$ cat src/rtl/step_pulse_gen.sv
// step_pulse_gen: step/dir/enable generator for a stepper driver, with a linear period ramp.
// Define STEP_LIMIT_EN to add step_limit/limit_hit, which stop the run after a set number of steps.
module step_pulse_gen #(
    parameter int PERIOD_MAX = 50000,
    parameter int PERIOD_MIN = 5000,
    parameter int ACC_STEP   = 500,
    parameter int PULSE_W    = 100,
    parameter int DIR_SETUP  = 50
) (
    input  logic        sclk,
    input  logic        s_rst_n,
    input  logic        direct,
    input  logic        enable,
`ifdef STEP_LIMIT_EN
    input  logic [15:0] step_limit,
    output logic        limit_hit,
`endif
    output logic        step,
    output logic        dir,
    output logic        drv_en,
    output logic        busy,
    output logic [15:0] step_cnt
);
    typedef enum logic [1:0] {IDLE, SETUP, RUN, DECEL} state_t;
    localparam logic [15:0] P_MAX = 16'(PERIOD_MAX);
    localparam logic [15:0] P_MIN = 16'(PERIOD_MIN);
    localparam logic [15:0] P_ACC = 16'(ACC_STEP);
    localparam logic [15:0] P_W   = 16'(PULSE_W);
    localparam logic [15:0] P_DS  = 16'(DIR_SETUP);

    state_t      state, state_n;
    logic [15:0] timer, timer_n, period, period_n, setup_cnt, setup_cnt_n, step_cnt_n;
    logic [15:0] period_dn, period_up;
    logic [16:0] period_sum;
    logic        dir_n, step_n, bound, run_req, lim;

    assign bound      = timer == period - 16'd1;
    assign period_sum = {1'b0, period} + {1'b0, P_ACC};
    assign period_up  = (period_sum >= {1'b0, P_MAX}) ? P_MAX : period_sum[15:0];
    assign period_dn  = ({1'b0, period} >= {1'b0, P_MIN} + {1'b0, P_ACC}) ? period - P_ACC : P_MIN;
    assign busy       = state != IDLE;

`ifdef STEP_LIMIT_EN
    logic limit_hit_n;
    assign lim     = (step_limit != 16'd0) && (step_cnt + 16'd1 >= step_limit);
    // once the limit has fired, the run winds down exactly as if enable had dropped
    assign run_req = enable & ~limit_hit;
`else
    assign lim     = 1'b0;
    assign run_req = enable;
`endif

    always_comb begin
        state_n     = state;
        timer_n     = timer;
        period_n    = period;
        setup_cnt_n = setup_cnt;
        step_cnt_n  = step_cnt;
        dir_n       = dir;
`ifdef STEP_LIMIT_EN
        limit_hit_n = limit_hit;
`endif
        case (state)
            IDLE: if (enable) begin
                state_n     = SETUP;
                dir_n       = direct;
                timer_n     = '0;
                period_n    = P_MAX;
                setup_cnt_n = '0;
                step_cnt_n  = '0;
`ifdef STEP_LIMIT_EN
                limit_hit_n = 1'b0;
`endif
            end
            SETUP: begin
                if (!enable) state_n = IDLE;
                else if (setup_cnt == P_DS) begin
                    state_n = RUN;
                    timer_n = '0;
                end else setup_cnt_n = setup_cnt + 16'd1;
            end
            default: begin
                timer_n = bound ? '0 : timer + 16'd1;
                if (bound) begin
                    step_cnt_n = step_cnt + 16'd1;
                    if (state == RUN) begin
                        if (!run_req || direct != dir || lim) state_n = DECEL;
                        else period_n = period_dn;
`ifdef STEP_LIMIT_EN
                        limit_hit_n = limit_hit | lim;
`endif
                    end else if (period == P_MAX) begin
                        state_n     = !run_req ? IDLE : (direct != dir) ? SETUP : RUN;
                        dir_n       = run_req ? direct : dir;
                        setup_cnt_n = '0;
                    end else if (run_req && direct == dir) state_n = RUN;
                    else period_n = period_up;
                end
            end
        endcase
        step_n = (state_n == RUN || state_n == DECEL) && timer_n < P_W;
    end

    always_ff @(posedge sclk or negedge s_rst_n) begin
        if (!s_rst_n) begin
            state     <= IDLE;
            timer     <= '0;
            period    <= P_MAX;
            setup_cnt <= '0;
            step_cnt  <= '0;
            dir       <= 1'b0;
            step      <= 1'b0;
            drv_en    <= 1'b0;
`ifdef STEP_LIMIT_EN
            limit_hit <= 1'b0;
`endif
        end else begin
            state     <= state_n;
            timer     <= timer_n;
            period    <= period_n;
            setup_cnt <= setup_cnt_n;
            step_cnt  <= step_cnt_n;
            dir       <= dir_n;
            step      <= step_n;
            drv_en    <= state_n != IDLE;
`ifdef STEP_LIMIT_EN
            limit_hit <= limit_hit_n;
`endif
        end
    end
endmodule

$ cat config.mk
export PLATFORM = sky130hd
export DESIGN_NAME = step_pulse_gen
export DESIGN_NICKNAME = d
export VERILOG_FILES = /design/src/rtl/step_pulse_gen.sv
export SDC_FILE = /design/constraint.sdc
export NUM_CORES = 1
export LEC_CHECK = 0
export BUFFER_PORTS_ARGS = -buffer_cell sky130_fd_sc_hd__buf_2
export CAP_MARGIN = 20
export CORE_UTILIZATION = 50
export CTS_CLUSTER_SIZE = 28
export DETAILED_ROUTE_END_ITERATION = 8
export PLACE_DENSITY = 0.7
export SYNTH_ARGS = -nofsm -noshare
export SYNTH_HDL_FRONTEND = slang
export SYNTH_SLANG_ARGS = --single-unit
$ cat constraint.sdc
create_clock -name sclk -period 4.5 [get_ports sclk]
set_input_delay 0.9 -clock sclk [delete_from_list [all_inputs] [get_ports sclk]]
set_output_delay 0.9 -clock sclk [all_outputs]
set_load 0.005 [all_outputs]
==> metrics.md <==
| Metric | Value |
|---|---|
| Crit share post-route | `0.853` |
| CTS buffer count | `9` |
| Post-synth EDFFs | `0` |
| Initial DRT Pass Iterations | `5` |
| Port-buffer cells | `23` |
| Initial antenna violation count | `0` |
| Die Wd | `102 um` |
| Slew headroom | `0.319` |
| Placer congestion estimate | `0.925` |
| Synth Warn # | `0` |
| Post-synthesis async set-or-reset flop share | `1.00` |
| Gr ovfl total | `0` |
| Final TNS setup | `0 ns` |
| First-pass GRT wire length | `20.8 mm` |
| WP data required | `4.77 ns` |
| Commonest non-fill, non-tap cell in the layout | `nor2_1` |
| Layout cells sized above 1 | `0.113` |
| H-tree lvl count | `3` |
| Cells on worst reg2reg path | `11` |
| Antenna fix cells | `0` |
| Max VDD drop | `192 uV` |
| DR WL/cell | `16.8 um` |
| Synth area leaders | `dfrtp_1 31%, xor2_1 5.5%, nor2_1 4.7%, nand2_1 4.4%, a21oi_1 4.1%` |
| Clock-pin transition on the worst setup and hold timing paths | `0.08 ns` |
| Net Sw Frac | `0.367` |
| CP max stage delay | `0.87 ns` |
| WL final | `12.5 mm` |
| Multi-input logic area | `3040 um^2` |
| Hold bufs inserted after CTS | `0` |
| GRT Total Usage | `0.257` |
| Final Hold Fails | `0` |
| Crit end category | `register` |
| Sequential element share of the synthesized area | `0.339` |
| Sequential Power Share | `0.473` |
| Vias in the first global route | `4331` |
| Post-Syn Area per Cell | `8.16 um^2` |
| Postcts setup bufs | `0` |
| Placed cells | `729` |
| Num rows | `36` |
| Synth unique cells | `68` |
| CTS tree | `done` |
| RSZ-0062 raised after global routing | `false` |
| PwrDens | `313 nW/um^2` |
| CP Class | `reg -> reg` |
| Syn Std Cell Area | `4970 um^2` |
| DR vias | `4692` |
| Worst Tran Pin Value | `1.01 ns` |
| Slew Limit Fails | `0` |
| Gate power share | `0.224` |
| Critical Path Fanout Max | `20` |
| Die Area | `10300 um^2` |
| Vias/cell | `6.29` |
| DRC violations left | `0` |
| Leak pwr | `2.26 nW` |
| Clock latency at the later pin of the worst-skew pair | `0.35 ns` |
| Worst path most repeated cell | `buf_4` |
| Switch Pwr | `616 uW` |
| Max Cap Viol | `0` |
| Most used flip-flop cell after synthesis | `dfrtp_1` |
| Most frequent cells in the layout | `62 x nor2_1, 61 x dfrtp_1, 58 x nand2_1, 41 x a21oi_1, 33 x nand3_1` |
| CTS resizes | `0` |
| Critical path's slowest cell | `a311oi_1` |
| ANT nets after route | `0` |
| Final worst clock skew | `0.00724 ns` |
| Flops & latches, synth | `67` |
| Setup Viol. Count Final | `0` |
| # IOs | `24` |
| Initial Util | `0.513` |
| Largest net degree at the start of global routing | `47` |
| Area leader, netlist | `dfrtp_1` |
| Fillers | `897` |
| Status | `completed` |
| Critical path, cell by cell | `inv_1 > ha_1 > nand3_1 > mux2i_1 > a311oi_1 > nor4_4 > buf_4 > a21boi_2 > buf_4 > o31ai_1 > a21oi_1` |
| Initial DRC Count | `335` |
| Dpl hpwl | `8.83 mm` |
| Finished Layout Cells | `746` |
| CP startpoint kind | `register` |
| Cells after synthesis | `609` |
| Critical Path AT | `4.11 ns` |
| Layout Area Growth over Synthesis | `7.71%` |
| Fin crit period | `3.84 ns` |
| Clock power frac | `0.303` |
| Core Area | `9680 um^2` |
| Largest delay share family, worst path | `compound AO/OA/AOI/OAI gates` |
| Pint | `1.06 mW` |
| CTS root buf | `clkbuf_8` |
| CTS Buffer Depth | `2` |
| Crit path depth | `11` |
| CP Buf/Inv Count | `3` |
| Share of the synthesized area in the top cell type | `0.307` |
| Max Fclk | `0.261 GHz` |
| Register Area | `1680 um^2` |
| Clk sinks | `67` |
| Worst hold path type | `in -> async` |
| Layout Nets | `620` |
| Mapped Nets | `621` |
| Die height | `102 um` |
state kept, by name, indices dropped and copies added, names as in the netlist:
name and flops:
setup_cnt 16, step_cnt 16, timer 16, period 14
state 2, dir 1, drv_en 1, step 1
final cells by class:
cell class | count | share of cell area
clock inverters | 6 | 0.0122
well taps | 133 | 0.0311
multi-input cells | 482 | 0.569
flip-flops and latches | 67 | 0.315
inverters | 14 | 0.00982
clock buffers | 10 | 0.0239
repair buffers | 34 | 0.0393
path summary, 6_finish.rpt:
path                              from           end  slack [ns]
max                          period[2]  setup_cnt[7]        0.66
min                            s_rst_n   step_cnt[5]        0.51
max reg2reg                  period[2]  setup_cnt[7]        0.66
min reg2reg                step_cnt[5]   step_cnt[5]        0.56
max in group asynchronous      s_rst_n     timer[10]        3.11
min in group sclk          step_cnt[5]   step_cnt[5]        0.56
cell usage after synthesis, types with 5 or more instances:
cell and number:
nor2_1 62, dfrtp_1 61, nand2_1 58, a21oi_1 41, nand3_1 33, xor2_1 31, clkbuf_1 30, o21ai_0 21
xnor2_1 16, and3_1 15, nand4_1 15, inv_1 14, o31ai_1 14, nor3_1 13, buf_2 11, or3_1 11
or4_1 11, nor4_1 10, o211ai_1 9, a31oi_1 8, ha_1 8, mux2i_1 8, o21a_1 8, and2_1 7
dfstp_2 6, a21o_1 5, a22o_1 5, buf_1 5, o22ai_1 5
through the flow:
| stage | total power [mW] | hold WS, ns | instance area (um^2) | util | setup WS (ns) |
|---|---|---|---|---|---|
| 6_report | 1.68 | 0.514 | 5350 | 0.552 | 0.662 |
| 5_1_grt | 1.77 | 0.559 | 5350 | 0.552 | 0.317 |
| 4_1_cts | 1.68 | 0.560 | 5330 | 0.550 | 0.682 |
| 3_5_place_dp | 1.17 | 0.543 | 5140 | 0.530 | 0.697 |
| 3_3_place_gp | 1.16 | 0.539 | 5140 | 0.530 | 0.890 |
| 2_1_floorplan | 1.06 | 0.519 | 4970 | - | 1.33 |
cells by family (layout without fill, tap and decap cells):
| family | count (synthesis) | in the layout | share of synthesized area |
|---|---|---|---|
| AO/OA/AOI/OAI | 157 | 157 | 0.216 |
| flip-flops | 67 | 67 | 0.339 |
| adder cells (fa/ha/maj) | 8 | 8 | 0.0202 |
| AND/OR/NAND/NOR | 261 | 261 | 0.276 |
| multiplexers | 9 | 9 | 0.0184 |
| buffers and inverters | 60 | 64 | 0.0481 |
| XOR/XNOR | 47 | 47 | 0.0829 |
metal layers:
metal,vias to the layer above,routed length [um],global-route usage
li1,2241,-,-
met1,2229,5650,0.356
met2,178,5930,0.392
met3,44,615,0.0331
met4,0,357,0.133
met5,-,0,0
power groups by stage:
stage / Clock, mW / Sequential [mW] / Combinational, mW
finish: 0.509 / 0.793 / 0.375
CTS: 0.516 / 0.788 / 0.372
global placement: 0 / 0.794 / 0.361
global route: 0.539 / 0.806 / 0.422
detailed placement: 0 / 0.799 / 0.369
floorplan: 0 / 0.692 / 0.371
No activity file was read; power rests on OpenSTA's default activity.
